`config.mk`:
```
export PLATFORM = sky130hd
export DESIGN_NAME = ram_arbiter
export DESIGN_NICKNAME = d
export VERILOG_FILES = /design/src/rtl/ram_arb_pkg.sv /design/src/rtl/ram_arb_port.sv /design/src/rtl/ram_arbiter.sv
export SDC_FILE = /design/constraint.sdc
export NUM_CORES = 1
export LEC_CHECK = 0
export CAP_MARGIN = 20
export CORE_MARGIN = 5
export CORE_UTILIZATION = 45
export DETAILED_ROUTE_END_ITERATION = 10
export PLACE_DENSITY = 0.84
export SETUP_SLACK_MARGIN = 0.1
export SLEW_MARGIN = 10
export SYNTH_ARGS = -nofsm -noshare
export SYNTH_HDL_FRONTEND = slang
export SYNTH_HIERARCHICAL = 1
export SYNTH_SLANG_ARGS = --single-unit
```
`constraint.sdc`:
```
create_clock -name clk -period 4.5 [get_ports clk]
set_clock_uncertainty 0.2 [all_clocks]
set_input_delay 0.45 -clock clk [delete_from_list [all_inputs] [get_ports clk]]
set_output_delay 0.45 -clock clk [all_outputs]
set_load 0.005 [all_outputs]
```
`src/rtl/ram_arb_pkg.sv`:
```
// ram_arb_pkg: shared state encoding and port constants for the RAM arbiter
package ram_arb_pkg;
  localparam int NUM_PORTS = 2;
  localparam int PORT_CPU = 0;
  localparam int PORT_AUX = 1;
  typedef enum logic [1:0] {IDLE, ISSUE, SETTLE, WAIT} state_t;
endpackage

```
`src/rtl/ram_arb_port.sv`:
```
// ram_arb_port: one request slot (op, addr, wdata, valid, sticky overrun) plus its read-data register
module ram_arb_port #(
  parameter int W = 16,
  parameter int A = 16
) (
  input  logic         clk,
  input  logic         rst_n,
  input  logic         start_read,
  input  logic         start_write,
  input  logic [A-1:0] addr,
  input  logic [W-1:0] wdata,
  input  logic         done,
  input  logic [W-1:0] mem_rdata,
  output logic         valid,
  output logic         op_write,
  output logic [A-1:0] slot_addr,
  output logic [W-1:0] slot_wdata,
  output logic         overrun,
  output logic [W-1:0] rdata
);
  // latch a request when free, drop it when busy, release the slot when the arbiter finishes it
  always_ff @(posedge clk or negedge rst_n) begin
    if (!rst_n) begin
      valid      <= 1'b0;
      op_write   <= 1'b0;
      slot_addr  <= '0;
      slot_wdata <= '0;
      overrun    <= 1'b0;
      rdata      <= '0;
    end else begin
      if (done) begin
        valid <= 1'b0;
        if (!op_write) rdata <= mem_rdata;
      end else if (!valid && (start_read || start_write)) begin
        valid      <= 1'b1;
        op_write   <= start_write;
        slot_addr  <= addr;
        slot_wdata <= wdata;
      end
      if ((valid && (start_read || start_write)) || (start_read && start_write)) overrun <= 1'b1;
    end
  end
endmodule

```
`src/rtl/ram_arbiter.sv`:
```
// ram_arbiter: two-port front end for an SPI RAM controller; define RAM_ARB_ROUND_ROBIN_EN for round-robin ties
module ram_arbiter
  import ram_arb_pkg::*;
#(
  parameter int DATA_WIDTH_BYTES = 2,
  parameter int ADDR_BITS = 16
) (
  input  logic                            clk,
  input  logic                            rst_n,
  input  logic [2*ADDR_BITS-1:0]          req_addr,
  input  logic [16*DATA_WIDTH_BYTES-1:0]  req_wdata,
  input  logic [1:0]                      req_start_read,
  input  logic [1:0]                      req_start_write,
  output logic [16*DATA_WIDTH_BYTES-1:0]  req_rdata,
  output logic [1:0]                      req_busy,
  output logic [1:0]                      req_overrun,
  output logic [ADDR_BITS-1:0]            mem_addr,
  output logic [8*DATA_WIDTH_BYTES-1:0]   mem_wdata,
  output logic                            mem_start_read,
  output logic                            mem_start_write,
  input  logic [8*DATA_WIDTH_BYTES-1:0]   mem_rdata,
  input  logic                            mem_busy,
  output logic [1:0]                      grant
);
  localparam int W = 8 * DATA_WIDTH_BYTES;
  localparam int A = ADDR_BITS;
  state_t state;
  logic [NUM_PORTS-1:0] pend, op_w;
  logic [A-1:0] s_addr [NUM_PORTS];
  logic [W-1:0] s_wdata [NUM_PORTS];
  logic win, done;
  assign done = state == WAIT && !mem_busy;
  assign req_busy = pend;
`ifdef RAM_ARB_ROUND_ROBIN_EN
  logic last;
  assign win = &pend ? ~last : pend[PORT_AUX] & ~pend[PORT_CPU];
`else
  assign win = ~pend[PORT_CPU];
`endif
  for (genvar p = 0; p < NUM_PORTS; p++) begin : g_port
    ram_arb_port #(.W(W), .A(A)) u_port (
      .clk        (clk),
      .rst_n      (rst_n),
      .start_read (req_start_read[p]),
      .start_write(req_start_write[p]),
      .addr       (req_addr[p*A +: A]),
      .wdata      (req_wdata[p*W +: W]),
      .done       (done & grant[p]),
      .mem_rdata  (mem_rdata),
      .valid      (pend[p]),
      .op_write   (op_w[p]),
      .slot_addr  (s_addr[p]),
      .slot_wdata (s_wdata[p]),
      .overrun    (req_overrun[p]),
      .rdata      (req_rdata[p*W +: W])
    );
  end
  // transfer sequencer: pick a slot, pulse the controller once, skip one settle cycle, wait for not-busy
  always_ff @(posedge clk or negedge rst_n) begin
    if (!rst_n) begin
      state           <= IDLE;
      grant           <= 2'b00;
      mem_addr        <= '0;
      mem_wdata       <= '0;
      mem_start_read  <= 1'b0;
      mem_start_write <= 1'b0;
`ifdef RAM_ARB_ROUND_ROBIN_EN
      last            <= 1'b1;
`endif
    end else begin
      mem_start_read  <= 1'b0;
      mem_start_write <= 1'b0;
      case (state)
        IDLE: if (|pend) begin
          state           <= ISSUE;
          grant           <= win ? 2'b10 : 2'b01;
          mem_addr        <= s_addr[win];
          mem_wdata       <= s_wdata[win];
          mem_start_write <= op_w[win];
          mem_start_read  <= ~op_w[win];
`ifdef RAM_ARB_ROUND_ROBIN_EN
          last            <= win;
`endif
        end
        ISSUE:  state <= SETTLE;
        SETTLE: state <= WAIT;
        WAIT: if (!mem_busy) begin
          state <= IDLE;
          grant <= 2'b00;
        end
        default: state <= IDLE;
      endcase
    end
  end
endmodule

```
==> flow_summary.toml, run 1 <==
[run_status]
outcome = "finished, final reports clean"

[critical_path]
worst_setup_path_end_kind = "output pin"
crit_slowest_cell = "dfrtp_2"
cpPeakStageDelay_ns = 0.80
crit_path_start_kind = "register"
critPathArrivalTime_ns = 1.85
cp.required_ns = 3.85
cp_top_family = "flip-flops"
r2r_cells = 5
rrSetupSlack_ns = 2.05
r2r-end = "g_port[1].u_port/slot_addr[5]"
r2r_start = "state[1]"
path_max_fanout = 26
crit_type = "register to output pin"
path_cells = "clkdlybuf4s50_1"
crit_buf_inv = 1

[power]
power_frac_clock_pct = 24.7
ir_worst_vdd_uv = 300.5
comb_power_share_pct = 34.4
swShare_pct = 27.89
power_switching_w = 0.001521
power.leakage_nw = 3.806
power_frac_seq_pct = 40.8
p_per_area_mw_per_mm2 = 664.8
p_total_w = 0.005456
cell_internal_pwr_w = 0.003934

[timing]
finalCritPeriodShare_pct = 55.61
period_minus_slack_ns = 2.502
final.setup.tns_ns = 0
setup_viol = 0
drv_slew = 0
hold_viol = 0
relSlewSlack_pct = 43.05
timing.fmax_ghz = 0.3996
rsz0062_at_grt = "false"
layout_setup_ws_ns = 1.998
tightest_slew_ns = 0.8543

[clocking]
cts_inserted_buffers = 17
insertion_delay_ns = 0.41
clk_path_buf_depth = 2
cts_resized = 0
clock-sinks = 140
cts-root-buf = "clkbuf_16"
cts.clk_slew.worst_paths_ns = 0.06
tritoncts = "done"
htreeDepth = 4

[min_path]
min_from = "mem_wdata[0]"
hold_path_class = "register to register"
hold-path-cell-count = 2
hold-path-endpoint = "mem_wdata[0]"

[final_layout]
final_area_mm2 = 0.008207
final_cells = 750
antenna_cells = 0
drive_gt1_share_pct = 24.74
areaGrowthSynthToFinish_pct = 36.25
nets = 655

[place]
place_hpwl_mm = 9.094
dp_slack_ns = 1.743
place_inst = 719
place.port_buffers = 158
gp_congestion = 0.7775
dpl_cell_area_mm2 = 0.007624

[global_routing]
grt-busiest-layer = "met2"
grt_max_degree = 98
grt_pass1_vias = 4247
met3_usage_pct = 6.224
grt_pass1_wl_mm = 21.71
groute.usage.overall_pct = 17.32
antenna_found_initial = 0
use_met2_pct = 28.92
overflow = 0
use_met1_pct = 21.18

[synth]
yosysMostFrequentCell = "dfrtp_1"
yosysSeqAreaShare_pct = 58.16
synth_nets = 495
synthesis.area_mm2 = 0.006023
yosys-top-cells-count = "140 x dfrtp_1, 61 x mux2_4, 37 x mux2_2, 37 x nand2_1"
syn_area_per_cell_um2 = 14.95
synthFlopType = "dfrtp_1"
yosys.area.top_type_share_pct = 58.16
synth_cell_types = 31
yosys_warnings = 6
syn_inst = 403
synth_edf_count = 0
synth.area.top_cells = "dfrtp_1 58%, mux2_4 15%, mux2_2 6.9%"
synth_area_leader_cell = "dfrtp_1"
ys_ff_latch = 140
async_flop_share_pct = 100.0

[floorplan]
start_util_pct = 45.66
fp.dieArea_mm2 = 0.01580
io_pins = 159
coreArea_mm2 = 0.01319
die_y_um = 125.7
num_rows = 42
fp.dieW_um = 125.7

[detailed_routing]
dr.pass1.iters = 4
vias = 3688
totalWireLength_mm = 13.04
route.detailed.drc = 0
antenna_left = 0
drt-vias-per-instance = 4.917
avgRoutedWirePerCell_um = 17.39
drt-initial-drc-count = 149

[job]
maxCapViolations = 0
layout by cell type, fill, tap and decap left out, drive strengths merged, types with 3 or more instances in the layout:
master	instances
a22o	3
buf	4
clkbuf	19
clkdlybuf4s50	157
clkinv	5
clkinvlp	3
dfrtp	140
ha	5
inv	3
mux2	98
mux2i	33
nand2	37
nor2	10
nor2b	4
o21a	3
o21ai	34
logic make-up after synthesis:
kind of cell / count (synthesis) / synth area share, %
AO/OA/AOI/OAI: 47 / 4.819
adder cells (fa/ha/maj): 5 / 1.039
buffers and inverters: 23 / 4.009
flip-flops: 140 / 58.16
multiplexers: 131 / 27.61
AND/OR/NAND/NOR: 57 / 4.362
how the worst max path moves through the flow:
| stage | slack [ns] | end | start | cells past startpoint |
|---|---|---|---|---|
| after CTS | 1.95 | req_busy[0] | g_port[0].u_port/valid | 1 |
| final | 2.00 | req_busy[0] | g_port[0].u_port/valid | 1 |
| after floorplan | 2.54 | g_port[1].u_port/slot_addr[0] | state[1] | 6 |
| after global routing | 1.90 | req_busy[0] | g_port[0].u_port/valid | 1 |
| after global placement | 1.79 | g_port[0].u_port/slot_addr[4] | mem_busy | 5 |
| after detailed placement | 1.74 | g_port[0].u_port/slot_addr[4] | mem_busy | 5 |
metal layers:
layer,share of wire [%],routed length [um]
met3,6.5,842
met1,44,5711
met2,49,6332
met5,0,0
met4,1.2,153
area by class of cell:
| type | instances | area [um^2] |
|---|---|---|
| fillers | 1014 | 4984 |
| flip-flops and latches | 140 | 3505 |
| multi-input cells | 240 | 2286 |
| repair buffers | 162 | 1615 |
| clock buffers | 19 | 452.9 |
| well taps | 176 | 220.2 |
| clock inverters | 11 | 120.1 |
| inverters | 2 | 7.507 |
what timing repair did:
| item | in CTS | in global routing |
|---|---|---|
| buffers inserted | 0 | 0 |
| hold buffers | 1 | 0 |
| endpoints found under the hold margin | 96 | 0 |
stage by stage:
step           util, %  hold WS (ns)
5_1_grt          62.22        0.3082
3_5_place_dp     57.80        0.2711
4_1_cts          62.22        0.2844
6_report         62.22        0.2773
3_3_place_gp     57.80        0.2624
2_1_floorplan        -      -0.04559
state kept, by name (all words and copies together), names as in the netlist, 2 cells and up:
signal                    cells
g_port.u_port/slot_addr      32
g_port.u_port/valid           2
mem_addr                     16
g_port.u_port/overrun         2
state                         2
grant                         2
mem_wdata                    16
g_port.u_port/op_write        2
g_port.u_port/rdata          32
g_port.u_port/slot_wdata     32
power by group through the flow:
stage | sequential [W] | combinational, W | clock, W
floorplan | 0.00216 | 0.00107 | 0
global placement | 0.00221 | 0.00183 | 0
detailed placement | 0.00224 | 0.00191 | 0
CTS | 0.00223 | 0.00192 | 0.00138
global route | 0.00230 | 0.00205 | 0.00144
finish | 0.00223 | 0.00188 | 0.00135
Power figures use the tool's default switching activity.
==> run 2: changes to the inputs <==
- clock period: 4.5 -> 2.4 ns (I/O delays scaled with it)
==> run 2 against run 1 <==
Net effect:
- via count is 1.8% higher
- sequential power grew 87%
- critical path depth up 5
==> flow_summary.toml, run 2 (synthesis results as in run 1) <==
[place]
dpl_cell_area_mm2 = 0.007779
place_hpwl_mm = 9.425
gp_congestion = 0.7866
place.port_buffers = 158
dp_slack_ns = 0.1510

[power]
ir_worst_vdd_uv = 515.0
power.leakage_nw = 3.853
p_total_w = 0.01006
p_per_area_mw_per_mm2 = 1211

[floorplan]
die_y_um = 125.7
num_rows = 42
fp.dieArea_mm2 = 0.01580
io_pins = 159
coreArea_mm2 = 0.01319
start_util_pct = 45.66
fp.dieW_um = 125.7

[clocking]
htreeDepth = 4
insertion_delay_ns = 0.41
clk_path_buf_depth = 2
cts_inserted_buffers = 17
post_cts_buffers = 0
cts-root-buf = "clkbuf_16"
cts.clk_slew.worst_paths_ns = 0.06
tritoncts = "done"
cts_resized = 0
clock-sinks = 140
cts_hold_buf = 1

[timing]
timing.fmax_ghz = 0.4637
period_minus_slack_ns = 2.156
tightest_slew_ns = 0.4620
finalCritPeriodShare_pct = 89.85
setup_viol = 0
rsz0062_at_grt = "false"
drv_slew = 0
layout_setup_ws_ns = 0.2435
relSlewSlack_pct = 69.20
final.setup.tns_ns = 0
hold_viol = 0

[critical_path]
path_max_fanout = 18
cp.required_ns = 2.50
crit_path_start_kind = "register"
r2r_cells = 6
crit_type = "register to register"
critPathArrivalTime_ns = 2.25
worst_setup_path_end_kind = "register"

[final_layout]
antenna_cells = 0
mostFrequentLayoutCell = "clkdlybuf4s50_1"
areaGrowthSynthToFinish_pct = 37.93
drive_gt1_share_pct = 25.56
mostFrequentLayoutCells = "157 x clkdlybuf4s50_1, 139 x dfrtp_1, 61 x mux2_4"
final_area_mm2 = 0.008308
largest_registers = "g_port.u_port/rdata x32, g_port.u_port/slot_addr x32, g_port.u_port/slot_wdata x32"
nets = 664

[detailed_routing]
drt-vias-per-instance = 4.947
route.detailed.drc = 0
totalWireLength_mm = 13.34
antenna_left = 0
dr.pass1.iters = 4
avgRoutedWirePerCell_um = 17.58
vias = 3755
drt-initial-drc-count = 176

[global_routing]
met3_usage_pct = 5.885
grt-busiest-layer = "met2"
overflow = 0
groute.usage.overall_pct = 17.56
grt_max_degree = 61
use_met1_pct = 21.41
grt_pass1_vias = 4184
use_met2_pct = 28.82
antenna_found_initial = 0
grt_pass1_wl_mm = 21.80

[job]
maxCapViolations = 0

[run_status]
outcome = "finished, final reports clean"

[min_path]
hold_path_class = "primary input to async pin"
[run 2: changes by cell type in the layout (fill, tap and decap cells not counted)]
cell and change:
buf_12 +7, buf_4 +2, bufinv_16 -2, clkbuf_1 +2, clkbuf_8 +1, clkinv_2 +2, clkinv_4 -1, clkinvlp_4 -1
inv_6 -1
[run 2: power breakdown]
part / internal, W / switching [W]
clock: 0.00138 / 0.000924
sequential: 0.00348 / 0.000684
combinational: 0.00238 / 0.00122
[run 2: path summary, 6_finish.rpt]
path                       slack, ns        start                              end
setup / recovery                0.24     state[1]    g_port[1].u_port/slot_addr[4]
hold / removal                  0.14        rst_n        g_port[1].u_port/rdata[3]
setup reg to reg                0.24     state[1]    g_port[1].u_port/slot_addr[4]
hold reg to reg                 0.28  mem_addr[9]                      mem_addr[9]
max in group asynchronous       1.07        rst_n  g_port[1].u_port/slot_wdata[13]
min in group clk                0.24  req_addr[5]    g_port[0].u_port/slot_addr[5]
[run 2: stage by stage]
| step | std cells | util, % | hold slack, ns |
|---|---|---|---|
| floorplan | 403 | - | -0.2556 |
| global placement | 728 | 58.97 | -0.0001439 |
| detailed placement | 728 | 58.97 | 0.008049 |
| CTS | 759 | 62.99 | 0.1449 |
| global route | 759 | 62.99 | 0.1790 |
| finish | 759 | 62.99 | 0.1354 |
[run 2: layer usage]
metal | up-vias | wire [um]
met1 | 1869 | 5694
met2 | 130 | 6511
met4 | 0 | 243
met3 | 17 | 894
met5 | - | 0
li1 | 1739 | -
[run 2: worst max-delay path, cell delays in order (launching register included)]
cell and delay [ns]:
dfrtp_1 0.42, ha_1 0.26, and3b_1 0.24, nor2_2 0.18, o21a_4 0.19, buf_12 0.18, mux2_2 0.34
[run 2: final cells by class]
class	count	area, um^2
fillers	1018	4882
flip-flops and latches	140	3505
clock buffers	22	474.2
multi-input cells	240	2286
inverters	2	7.507
repair buffers	171	1770
well taps	176	220.2
clock inverters	8	45.04
